## config.mk

```make
export PLATFORM = sky130hd
export DESIGN_NAME = serial_gray_codec
export DESIGN_NICKNAME = d
export VERILOG_FILES = /design/src/rtl/serial_gray_codec.sv
export SDC_FILE = /design/constraint.sdc
export NUM_CORES = 1
export LEC_CHECK = 0
export CORE_UTILIZATION = 43
export CTS_CLUSTER_DIAMETER = 40
export DETAILED_ROUTE_END_ITERATION = 7
export GPL_TIMING_DRIVEN = 1
export PLACE_DENSITY_LB_ADDON = 0.2
export SETUP_SLACK_MARGIN = 0.3
export SYNTH_ARGS = -nofsm -noshare
export SYNTH_HDL_FRONTEND = slang
export SYNTH_SLANG_ARGS = --single-unit
```

## constraint.sdc

```tcl
create_clock -name clk -period 1.15 [get_ports clk]
set_input_delay 0.345 -clock clk [delete_from_list [all_inputs] [get_ports clk]]
set_output_delay 0.345 -clock clk [all_outputs]
set_load 0.005 [all_outputs]
```

## src/rtl/serial_gray_codec.sv

```systemverilog
// serial_gray_codec
// Accepts a WIDTH-bit word over a valid/ready handshake, shifts it MSB-first
// through a 1-bit XOR-chain converter (Gray->binary or binary->Gray, chosen
// per word), and presents the reassembled word on an output valid/ready
// handshake. The converted serial stream is exposed for debug.
//
// Ports:
//   clk        rising-edge clock
//   rst        asynchronous, active-high reset
//   in_valid   input word available
//   in_ready   block can accept a word (IDLE)
//   in_data    parallel input word
//   mode       0 = Gray->binary, 1 = binary->Gray; captured with the word
//   out_valid  converted word available (DONE)
//   out_ready  consumer accepts the word
//   out_data   converted parallel word; changes only while shifting
//   ser_bit    converted bit of the current cycle (meaningful while busy)
//   busy       conversion in progress (SHIFT)
module serial_gray_codec #(
   parameter int WIDTH = 5,
   parameter int CNT_W = $clog2(WIDTH)
) (
   input  logic             clk,
   input  logic             rst,
   input  logic             in_valid,
   output logic             in_ready,
   input  logic [WIDTH-1:0] in_data,
   input  logic             mode,
   output logic             out_valid,
   input  logic             out_ready,
   output logic [WIDTH-1:0] out_data,
   output logic             ser_bit,
   output logic             busy
);

   typedef enum logic [1:0] {
      IDLE  = 2'b00,
      SHIFT = 2'b01,
      DONE  = 2'b10
   } state_t;

   state_t           state_r;
   state_t           state_s;
   logic [WIDTH-1:0] sreg_r;
   logic [WIDTH-1:0] acc_r;
   logic [CNT_W-1:0] cnt_r;
   logic             prev_r;
   logic             mode_r;
   logic             b_s;
   logic             ob_s;
   logic             last_s;

   // Serial converter core: current MSB XOR the previous chain bit.
   always_comb begin
      b_s    = sreg_r[WIDTH-1];
      ob_s   = prev_r ^ b_s;
      last_s = (cnt_r == CNT_W'(WIDTH - 1));
   end

   // FSM state register.
   always_ff @(posedge clk or posedge rst) begin
      if (rst) begin
         state_r <= IDLE;
      end else begin
         state_r <= state_s;
      end
   end

   // FSM next-state logic; the unused encoding falls back to IDLE.
   always_comb begin
      state_s = IDLE;
      case (state_r)
         IDLE: begin
            if (in_valid) begin
               state_s = SHIFT;
            end else begin
               state_s = IDLE;
            end
         end
         SHIFT: begin
            if (last_s) begin
               state_s = DONE;
            end else begin
               state_s = SHIFT;
            end
         end
         DONE: begin
            if (out_ready) begin
               state_s = IDLE;
            end else begin
               state_s = DONE;
            end
         end
         default: begin
            state_s = IDLE;
         end
      endcase
   end

   // Datapath: load the word in IDLE, shift one bit per cycle in SHIFT.
   // Gray->binary chains on the produced bit, binary->Gray on the input bit.
   always_ff @(posedge clk or posedge rst) begin
      if (rst) begin
         sreg_r <= {WIDTH{1'b0}};
         acc_r  <= {WIDTH{1'b0}};
         cnt_r  <= {CNT_W{1'b0}};
         prev_r <= 1'b0;
         mode_r <= 1'b0;
      end else begin
         case (state_r)
            IDLE: begin
               if (in_valid) begin
                  sreg_r <= in_data;
                  mode_r <= mode;
                  prev_r <= 1'b0;
                  cnt_r  <= {CNT_W{1'b0}};
               end
            end
            SHIFT: begin
               sreg_r <= {sreg_r[WIDTH-2:0], 1'b0};
               acc_r  <= {acc_r[WIDTH-2:0], ob_s};
               cnt_r  <= cnt_r + CNT_W'(1);
               prev_r <= mode_r ? b_s : ob_s;
            end
            default: begin
               sreg_r <= sreg_r;
            end
         endcase
      end
   end

   assign in_ready  = (state_r == IDLE);
   assign busy      = (state_r == SHIFT);
   assign out_valid = (state_r == DONE);
   assign out_data  = acc_r;
   assign ser_bit   = busy ? ob_s : 1'b0;

endmodule

```

==> flow_summary.toml <==
[timing]
fin_setup_tns_ns = -2.69
fin_crit_ns = 1.50
min_period_over_period = 1.31
slew_viol_final = 0
fmax_ghz = 0.665
setup_viol = 19
finalHoldViolCount = 0
tightest_slew_ns = 0.383
grt_setup_unrepaired = "yes"
fin_worst_skew_ns = 0.00906
slew-limit-headroom = 0.745
setup_slack_ns = -0.355

[logic_synthesis]
synth.distinct_cells = 26
synth_cells = 78
synth_warnings = 0
synth.avg_cell_area_sq_um = 10.4
ys.flop_type = "dfrtp_1"
synth_edf_count = 0
ys_seq_area_frac = 0.524
ys_ff_latch = 17
syn_area_sq_um = 812
synthArstFlopShare = 1.00
synth_nets = 90

[clock_tree]
cts_tree = "built"
cts_buffers = 3
path_clk_slew_ns = 0.11
clk_latency_ns = 0.30
root_buffer = "clkbuf_4"
cts_buffer_depth = 2
htreeDepth = 1
hold_buffers = 0
cts_sinks = 17

[global_routing]
antenna_found_initial = 0
first_global_vias = 685
grt_pass1_wl_mm = 2.87
overflow = 0
track_usage = 0.198
grt_max_degree = 18

[setup_path]
worstSetupPathType = "register to output pin"
crit_chain = "nand2b_4, buf_6, nor2_4, buf_2"
cp_slowest_cell = "dfrtp_1"
cp-end-kind = "output pin"
cp-start-kind = "register"
cp_num_buf_inv = 2
crit_required_ns = 0.81
arrival_ns = 1.16
max_stage_delay_ns = 0.41
reg2regPathDepth = 6
path_depth = 4
critical-path-top-delay-family = "flip-flops"
worst-path-max-fanout = 3

[floorplanning]
die_h_um = 45.5
die_x_um = 45.5
die_area_sq_um = 2070
core_sq_um = 1750
pin_count = 19
start_util = 0.465
core.rowCount = 15

[placement]
place_congestion = 0.747
numPortBuffers = 18
place_ws_ns = -0.376
dp_hpwl_mm = 1.15
dp_cells = 134
place_area_sq_um = 1160

[status]
status = "finished, violations left"
violations = "negative setup slack"

[layout]
num-nets-final = 138
fill_cells = 131
area_delta_synth_final_pct = 63.5
layout.cells.non_filler = 150
final_area_sq_um = 1330
n_antenna_cell = 0
layout-drive-gt1-share = 0.448
finalCoreUtilization = 0.761

[hold_path]
min_path_type = "input pin to asynchronous set/reset pin"

[drt]
detail-route-antenna-nets = 0
vias_per_cell = 4.80
drtIter0Drc = 10
vias = 720
dr.pass1.iters = 4
wirelength_mm = 1.94
drc = 0
wl_per_cell_um = 13.0

[power_and_ir_drop]
ir_worst_vdd_mv = 1.85
p_leak_nw = 0.684
power_density_nw_per_um2 = 2650

[run]
maxCapViolations = 0
## through the flow
stage	power, mW	hold slack, ns
2_1_floorplan	2.00	0.271
3_3_place_gp	2.67	0.462
3_5_place_dp	2.72	0.467
4_1_cts	3.31	0.348
5_1_grt	3.76	0.350
6_report	3.52	0.346
## worst paths after layout
kind | to | start | slack, ns
min reg2reg | sreg_r[0] | sreg_r[0] | 0.50
max in group asynchronous | state_r[0] | rst | 0.67
max reg2reg | sreg_r[3] | state_r[0] | -0.15
min | out_data[2] | rst | 0.35
max | ser_bit | state_r[1] | -0.35
min in group clk | sreg_r[0] | sreg_r[0] | 0.50
## flip-flops by register name (all words and copies together), names as in the netlist
| signal | flops |
|---|---|
| out_data | 5 |
| state_r | 2 |
| mode_r | 1 |
| prev_r | 1 |
| cnt_r | 3 |
| sreg_r | 5 |
## layer usage
metal,vias to the layer above,routed length [um],global-route usage
met1,340,819,0.249
met3,2,56,0.0357
met4,0,14,0.0909
met5,-,0,0
li1,359,-,-
met2,19,1050,0.329
## placed cells by master, fill, tap and decap left out, types with 2 or more instances in the layout
cell type,synthesis,routed
nand2_1,18,16
dfrtp_1,17,16
buf_4,1,15
buf_6,2,10
clkdlybuf4s50_1,0,8
buf_2,0,8
and3b_1,4,4
o21ai_1,3,4
a21oi_1,4,3
inv_1,3,3
a22o_1,3,3
clkbuf_4,0,3
nand2_2,0,2
nor2_4,0,2
o21bai_4,0,2
nand2b_1,3,2
ha_1,2,2
## power breakdown
part / internal (mW) / total [mW] / switching, mW
sequential: 0.854 / 1.04 / 0.183
combinational: 1.29 / 2.15 / 0.864
clock: 0.130 / 0.332 / 0.203
## cell type report
cell class | count | area, sq um | area share
Inverter | 4 | 17.5 | 0.0132
Clock inverter | 1 | 5.00 | 0.00377
Tap cell | 25 | 31.3 | 0.0236
Timing Repair Buffer | 45 | 414 | 0.312
Sequential cell | 17 | 427 | 0.321
Multi-Input combinational cell | 55 | 410 | 0.309
Clock buffer | 3 | 22.5 | 0.0170
## kinds of logic (layout without fill, tap and decap cells)
family          count (synthesis)  count (layout)  synth area share
simple gates                   32              32             0.205
mux                             3               3            0.0447
buf+inv                         7              53            0.0555
fa+ha+maj                       2               2            0.0308
compound gates                 16              17             0.129
xor+xnor                        1               1            0.0108
flops                          17              17             0.524
## worst register-to-register path, cell delays in order, from the launching register on
cell and delay [ns]:
dfrtp_2 0.46, buf_6 0.13, buf_6 0.12, buf_8 0.13, and3b_1 0.24, a21oi_2 0.04, o21ai_1 0.12
## what timing repair did
item                       CTS  global route
setup buffers                8             2
pin swaps                    7             2
setup endpoints to repair   26            26
gates cloned                 1             1
gates resized for setup     49             6
## cells in the mapped netlist, drive strengths merged (2+ instances only)
| master | count | area share |
|---|---|---|
| nand2 | 18 | 0.083 |
| a21oi | 4 | 0.025 |
| dfrtp | 17 | 0.52 |
| a22o | 3 | 0.032 |
| o21ai | 6 | 0.037 |
| buf | 3 | 0.037 |
| nor2 | 3 | 0.020 |
| inv | 4 | 0.018 |
| nand2b | 4 | 0.034 |
| ha | 2 | 0.031 |
| and3b | 4 | 0.043 |
| mux2 | 2 | 0.032 |
(Power assumes the default switching activity.)
